## config.mk

```make
export PLATFORM = sky130hd
export DESIGN_NAME = wts_sram_arbiter
export DESIGN_NICKNAME = d
export VERILOG_FILES = /design/src/rtl/wts_pkg.sv /design/src/rtl/wts_rr_picker.sv /design/src/rtl/wts_sram_arbiter.sv
export SDC_FILE = /design/constraint.sdc
export NUM_CORES = 1
export LEC_CHECK = 0
export CORE_MARGIN = 5
export CORE_UTILIZATION = 48
export CTS_CLUSTER_DIAMETER = 60
export DETAILED_ROUTE_END_ITERATION = 6
export PLACE_DENSITY = 0.95
export SYNTH_ARGS = -nofsm -noshare
export SYNTH_HDL_FRONTEND = slang
export SYNTH_SLANG_ARGS = --single-unit
```

## constraint.sdc

```tcl
create_clock -name clk -period 8.1 [get_ports clk]
set_input_delay 1.62 -clock clk [delete_from_list [all_inputs] [get_ports clk]]
set_output_delay 1.62 -clock clk [all_outputs]
set_load 0.005 [all_outputs]
```

## src/rtl/wts_pkg.sv

```systemverilog
// Shared wave-table SRAM definitions: default sizes, id encoding and read tags.
package wts_pkg;

    localparam int unsigned NCH_DEFAULT = 12;
    localparam int unsigned AW_DEFAULT  = 7;
    localparam int unsigned CHW         = 4;   // channel index and memory id width
    localparam int unsigned LW          = CHW - 1;
    localparam int unsigned DW          = 8;
    localparam int unsigned CH_PER_BANK = 6;

    // Tag that follows an SRAM read down the pipe to its return slot
    typedef struct packed {
        logic           ch_rd;
        logic           cpu_rd;
        logic [CHW-1:0] ch;
    } rd_tag_t;

    // Channel index -> {bank, letter} memory id
    function automatic logic [CHW-1:0] ch_to_id(input logic [CHW-1:0] ch);
        logic          bank;
        logic [LW-1:0] letter;
        bank   = (32'(ch) >= CH_PER_BANK);
        letter = bank ? LW'(32'(ch) - CH_PER_BANK) : LW'(ch);
        return {bank, letter};
    endfunction

endpackage

```

## src/rtl/wts_rr_picker.sv

```systemverilog
// Combinational round-robin search: first set request at or after ptr, wrapping.
module wts_rr_picker #(
    parameter int unsigned N  = 12,
    parameter int unsigned IW = 4
) (
    input  logic [N-1:0]  req,
    input  logic [IW-1:0] ptr,
    output logic          found,
    output logic [IW-1:0] idx
);

    localparam int unsigned SW = IW + 1;

    // Scan N candidates starting at ptr, modulo N
    always_comb begin
        logic [SW-1:0] sum;
        logic [IW-1:0] cand;
        found = 1'b0;
        idx   = '0;
        sum   = '0;
        cand  = '0;
        for (int unsigned off = 0; off < N; off++) begin
            sum = {1'b0, ptr} + SW'(off);
            if (sum >= SW'(N)) begin
                sum = sum - SW'(N);
            end
            cand = sum[IW-1:0];
            if (!found && req[cand]) begin
                found = 1'b1;
                idx   = cand;
            end
        end
    end

endmodule

```

## src/rtl/wts_sram_arbiter.sv

```systemverilog
// Single-port wave SRAM arbiter: CPU first (no back-to-back wins under channel load),
// channels round-robin, reads returned two cycles after the grant.
module wts_sram_arbiter
    import wts_pkg::*;
#(
    parameter int unsigned NCH = NCH_DEFAULT,
    parameter int unsigned AW  = AW_DEFAULT
) (
    input  logic              clk,
    input  logic              reset,
    input  logic [NCH-1:0]    ch_req,
    input  logic [NCH*AW-1:0] ch_addr,
    output logic [NCH-1:0]    ch_ack,
    output logic              fetch_valid,
    output logic [CHW-1:0]    fetch_ch,
    output logic [DW-1:0]     fetch_data,
    input  logic              cpu_wrreq,
    input  logic              cpu_rdreq,
    input  logic [CHW-1:0]    cpu_id,
    input  logic [AW-1:0]     cpu_a,
    input  logic [DW-1:0]     cpu_d,
    output logic              cpu_ack,
    output logic [DW-1:0]     cpu_q,
    output logic              cpu_q_en,
    output logic [CHW-1:0]    sram_id,
    output logic [AW-1:0]     sram_a,
    output logic [DW-1:0]     sram_d,
    output logic              sram_oe,
    output logic              sram_we,
    input  logic [DW-1:0]     sram_q
);

    logic [CHW-1:0] rr_ptr_q, rr_ptr_d;
    logic           cpu_last_q, cpu_last_d;
    logic           sram_oe_q, sram_oe_d, sram_we_q, sram_we_d;
    logic [CHW-1:0] sram_id_q, sram_id_d;
    logic [AW-1:0]  sram_a_q, sram_a_d;
    logic [DW-1:0]  sram_d_q, sram_d_d;
    rd_tag_t        tag1_q, tag1_d;
    logic           fetch_valid_q, fetch_valid_d, cpu_q_en_q, cpu_q_en_d;
    logic [CHW-1:0] fetch_ch_q, fetch_ch_d;
    logic [DW-1:0]  fetch_hold_q, fetch_hold_d, cpu_hold_q, cpu_hold_d;

    logic           ch_found, cpu_win, ch_win;
    logic [CHW-1:0] pick;
    logic [AW-1:0]  ch_addr_a [NCH];

    // Unpack the per-channel address bus
    always_comb begin
        for (int unsigned i = 0; i < NCH; i++) begin
            ch_addr_a[i] = ch_addr[i*AW +: AW];
        end
    end

    wts_rr_picker #(
        .N  (NCH),
        .IW (CHW)
    ) u_picker (
        .req   (ch_req),
        .ptr   (rr_ptr_q),
        .found (ch_found),
        .idx   (pick)
    );

    // Grant decision; nothing is granted while reset is held
    always_comb begin
        cpu_win = 1'b0;
        ch_win  = 1'b0;
        if (!reset) begin
            cpu_win = (cpu_wrreq || cpu_rdreq) && !(cpu_last_q && (|ch_req));
            ch_win  = !cpu_win && ch_found;
        end
    end

    assign cpu_ack = cpu_win;
    assign ch_ack  = ch_win ? (NCH'(1) << pick) : '0;

    // Next state: SRAM command for this grant and read-return pipeline
    always_comb begin
        rr_ptr_d      = rr_ptr_q;
        cpu_last_d    = 1'b0;
        sram_oe_d     = 1'b0;
        sram_we_d     = 1'b0;
        sram_id_d     = sram_id_q;
        sram_a_d      = sram_a_q;
        sram_d_d      = sram_d_q;
        tag1_d        = '0;
        fetch_valid_d = tag1_q.ch_rd;
        fetch_ch_d    = tag1_q.ch_rd ? tag1_q.ch : fetch_ch_q;
        cpu_q_en_d    = tag1_q.cpu_rd;
        fetch_hold_d  = fetch_valid_q ? sram_q : fetch_hold_q;
        cpu_hold_d    = cpu_q_en_q ? sram_q : cpu_hold_q;
        if (cpu_win) begin
            cpu_last_d = 1'b1;
            sram_id_d  = cpu_id;
            sram_a_d   = cpu_a;
            if (cpu_wrreq) begin
                sram_we_d = 1'b1;
                sram_d_d  = cpu_d;
            end else begin
                sram_oe_d     = 1'b1;
                tag1_d.cpu_rd = 1'b1;
            end
        end else if (ch_win) begin
            rr_ptr_d     = (pick == CHW'(NCH - 1)) ? '0 : pick + CHW'(1);
            sram_id_d    = ch_to_id(pick);
            sram_a_d     = ch_addr_a[pick];
            sram_oe_d    = 1'b1;
            tag1_d.ch_rd = 1'b1;
            tag1_d.ch    = pick;
        end
    end

    // State registers with synchronous reset; in-flight read tags are dropped
    always_ff @(posedge clk) begin
        if (reset) begin
            rr_ptr_q      <= '0;
            cpu_last_q    <= 1'b0;
            sram_oe_q     <= 1'b0;
            sram_we_q     <= 1'b0;
            sram_id_q     <= '0;
            sram_a_q      <= '0;
            sram_d_q      <= '0;
            tag1_q        <= '0;
            fetch_valid_q <= 1'b0;
            fetch_ch_q    <= '0;
            cpu_q_en_q    <= 1'b0;
            fetch_hold_q  <= '0;
            cpu_hold_q    <= '0;
        end else begin
            rr_ptr_q      <= rr_ptr_d;
            cpu_last_q    <= cpu_last_d;
            sram_oe_q     <= sram_oe_d;
            sram_we_q     <= sram_we_d;
            sram_id_q     <= sram_id_d;
            sram_a_q      <= sram_a_d;
            sram_d_q      <= sram_d_d;
            tag1_q        <= tag1_d;
            fetch_valid_q <= fetch_valid_d;
            fetch_ch_q    <= fetch_ch_d;
            cpu_q_en_q    <= cpu_q_en_d;
            fetch_hold_q  <= fetch_hold_d;
            cpu_hold_q    <= cpu_hold_d;
        end
    end

    assign sram_oe     = sram_oe_q;
    assign sram_we     = sram_we_q;
    assign sram_id     = sram_id_q;
    assign sram_a      = sram_a_q;
    assign sram_d      = sram_d_q;
    assign fetch_valid = fetch_valid_q;
    assign fetch_ch    = fetch_ch_q;
    assign cpu_q_en    = cpu_q_en_q;
    // sram_q lands in the return slot itself; otherwise the last sample is held
    assign fetch_data  = fetch_valid_q ? sram_q : fetch_hold_q;
    assign cpu_q       = cpu_q_en_q ? sram_q : cpu_hold_q;

endmodule

```

==> summary.md <==
| Metric | Value |
|---|---|
| CP arrival | `6180 ps` |
| Power density over the cells | `424 nW/um2` |
| Status | `finished, final reports clean` |
| DRC | `0` |
| Worst-Margin Slew | `783 ps` |
| Setup crit end kind | `output pin` |
| Number of global-route vias before repair | `6227` |
| Port bufs | `182` |
| #FFs+latches synth | `54` |
| Root Buffer | `clkbuf_16` |
| P&R area growth vs syn | `37.8%` |
| Final setup fails | `0` |
| Critical path's slowest cell | `or4_1` |
| EDFF count, synth | `0` |
| Gate Count Post-Synth | `717` |
| Nets@finish | `1038` |
| Worst slew margin | `46.5%` |
| Synth async-reset ratio | `0%` |
| Seq/Total Area, Yosys | `19.4%` |
| Total gr overflow | `0` |
| Min cycle time layout | `7800 ps` |
| Initial Util | `48.8%` |
| CTS Buf Count | `5` |
| Placer's final routability congestion estimate | `0.965` |
| H-tree depth | `2` |
| Main synth FF type | `dfxtp_1` |
| HP Class | `reg -> reg` |
| Clock sinks | `54` |
| Critical Path Fanout Max | `15` |
| Slowest stage delay, CP | `710 ps` |
| I/O pin count | `183` |
| Fillers | `887` |
| Commonest non-fill, non-tap cell in the layout | `clkdlybuf4s50_1` |
| Syn. warnings | `0` |
| Hold Buf Count CTS | `0` |
| Distinct cells, synth | `78` |
| All-Layer GR Usage | `27.3%` |
| Final Skew | `5.78 ps` |
| Initial antenna violation count | `2` |
| RSZ-0062 raised after global routing | `false` |
| Die height | `118 um` |
| Maximum vdd drop | `0.000420 V` |
| Wirelength, routed | `20100 um` |
| Startpoint Class | `input port` |
| Tcrit/Tclk final | `96.3%` |
| CP Cell Sequence | `clkdlybuf4s50_1 -> mux4_2 -> o2111a_1 -> a311o_1 -> or4_1 -> nor4_4 -> nand2_1 -> nor3_1 -> a21oi_1 -> o21a_1 -> nor2_1 -> and3_1 -> clkdlybuf4s50_1` |
| Buf/Inv on CP | `2` |
| Core area | `11400 um2` |
| CP dominant cell by count | `clkdlybuf4s50_1` |
| Worst skew pair latency | `290 ps` |
| CP delay by family, top | `simple AND/OR/NAND/NOR gates` |
| Post-synthesis net count | `874` |
| Post-synth design cell area | `5570 um2` |
| TritonRoute pass-1 iters | `5` |
| Vias per cell | `6.17` |
| Die area | `13900 um2` |
| Max Clock Freq | `128 MHz` |
| Layout cell share with drive strength beyond 1 | `9.41%` |
| Max_cap viols | `0` |
| CTS max path bufs | `2` |
| CTS tree | `built` |
| Final Max Slew Viols | `0` |
| Die Wd | `118 um` |
| First-pass GRT wire length | `31500 um` |
| Pin count of the biggest net entering global routing | `50` |
| Rows | `39` |
| Final Hold Fails | `0` |
| Initial DRC Count | `574` |
| Most frequent cells in the layout | `clkdlybuf4s50_1, nand2_1, nor2_1` |
| CTS clock-pin slew for the worst setup and hold paths | `70 ps` |
| DP Wirelength | `15900 um` |
| Post-cts sizing count | `0` |
| Leakage | `3.05 nW` |
| WL per Instance | `19.5 um` |
| Overall Power | `3.25 mW` |
| Average cell area after synthesis | `7.77 um2` |
| Post-route ant nets | `0` |
| Final Core Density | `67.2%` |
| Routed via count | `6335` |
| Fin Setup TNS | `0 ps` |
| CP required | `6480 ps` |
| Crit path kind | `in -> out` |
| Final hold slack | `448 ps` |
| Post-CTS Setup Bufs | `0` |
-- Yosys cell counts (9+ instances only) --
cell | count | share of area, %
a211oi_1 | 9 | 1.2
a21oi_1 | 19 | 1.7
a31oi_1 | 15 | 1.7
and2_1 | 11 | 1.2
and3_1 | 12 | 1.3
buf_2 | 9 | 0.81
clkbuf_1 | 30 | 2.0
dfxtp_1 | 54 | 19
ha_1 | 30 | 6.7
inv_1 | 16 | 1.1
mux2_2 | 20 | 4.0
mux2i_1 | 48 | 8.6
mux4_2 | 12 | 4.9
nand2_1 | 77 | 5.2
nand2b_1 | 15 | 1.7
nand3_1 | 43 | 3.9
nor2_1 | 55 | 3.7
nor2b_1 | 26 | 2.9
nor3_1 | 28 | 2.5
o21a_1 | 9 | 1.2
o21ai_0 | 43 | 3.9
-- per-layer routing --
metal | up-vias | GRT usage [%] | routed length (um)
met5 | - | 0 | 0
met1 | 2896 | 32.2 | 7490
met3 | 70 | 4.90 | 1750
met4 | 0 | 13.7 | 1100
li1 | 2986 | - | -
met2 | 383 | 47.2 | 9720
-- cell families after synthesis --
kind of cell / Yosys count / share of synthesized area, %
AOI/OAI and AO/OA: 167 / 21.1
adders and majority gates: 30 / 6.74
xor gates and xnor gates: 9 / 1.55
buffers and inverters: 67 / 5.26
muxes: 80 / 17.5
DFF: 54 / 19.4
and+or+nand+nor: 310 / 28.4
-- layout make-up --
cell class	count	area [um2]	area share (%)
antenna	2	5.00	0.0652
clock inverter	2	16.3	0.212
multi-input combinational	596	4190	54.7
tap	143	179	2.33
clock buffer	6	139	1.81
inverter	21	78.8	1.03
timing repair buffer	203	1980	25.8
sequential	54	1080	14.1
-- per-stage QoR --
| stage | instance area, um2 | worst slack (ps) | std cells |
|---|---|---|---|
| floorplan | 5570 | 961 | 717 |
| global placement | 7510 | 445 | 1017 |
| detailed placement | 7510 | 358 | 1017 |
| CTS | 7670 | 341 | 1025 |
| global route | 7670 | 84.5 | 1027 |
| finish | 7670 | 301 | 1027 |
-- sequential cells by signal (all words and copies together) (netlist names) --
signal and flops:
cpu_hold_q 8, fetch_hold_q 8, sram_d 8, sram_a 7
fetch_ch 4, rr_ptr_q 4, sram_id 4, tag1_q 4
cpu_last_q 1, cpu_q_en 1, cpu_q_en_d 1, fetch_valid 1
fetch_valid_d 1, sram_oe 1, sram_we 1
-- worst reg2reg max path: stages, from the launching register on --
cell and delay, ps:
dfxtp_1 310, inv_1 260, ha_1 450, xor2_2 420, inv_2 200, ha_1 270, and2_1 200, o2111a_1 250
a311o_1 320, or4_1 710, nor4_4 400, o2111ai_1 240, o211a_1 200, a21o_1 170, inv_2 90, buf_4 470
nand2_1 160, a221oi_2 240, o21ai_1 110, a211oi_2 230
-- power breakdown --
part	switching (mW)	total, mW	internal [mW]
Combinational	1.62	2.70	1.08
Clock	0.0971	0.221	0.124
Sequential	0.0292	0.334	0.305
Total	1.74	3.25	1.51
-- final timing paths --
kind,startpoint,endpoint,slack [ps],cells after the start
min,cpu_q_en_d$_SDFF_PP0_,cpu_q_en$_SDFF_PP0_,450,1
min reg2reg,cpu_q_en_d$_SDFF_PP0_,cpu_q_en$_SDFF_PP0_,450,1
max,ch_req[3],ch_ack[1],300,13
max reg2reg,rr_ptr_q[1]$_SDFFE_PP0P_,sram_a[5]$_SDFFE_PP0P_,2300,19
Note: power is estimated with default switching activity, not from simulation.
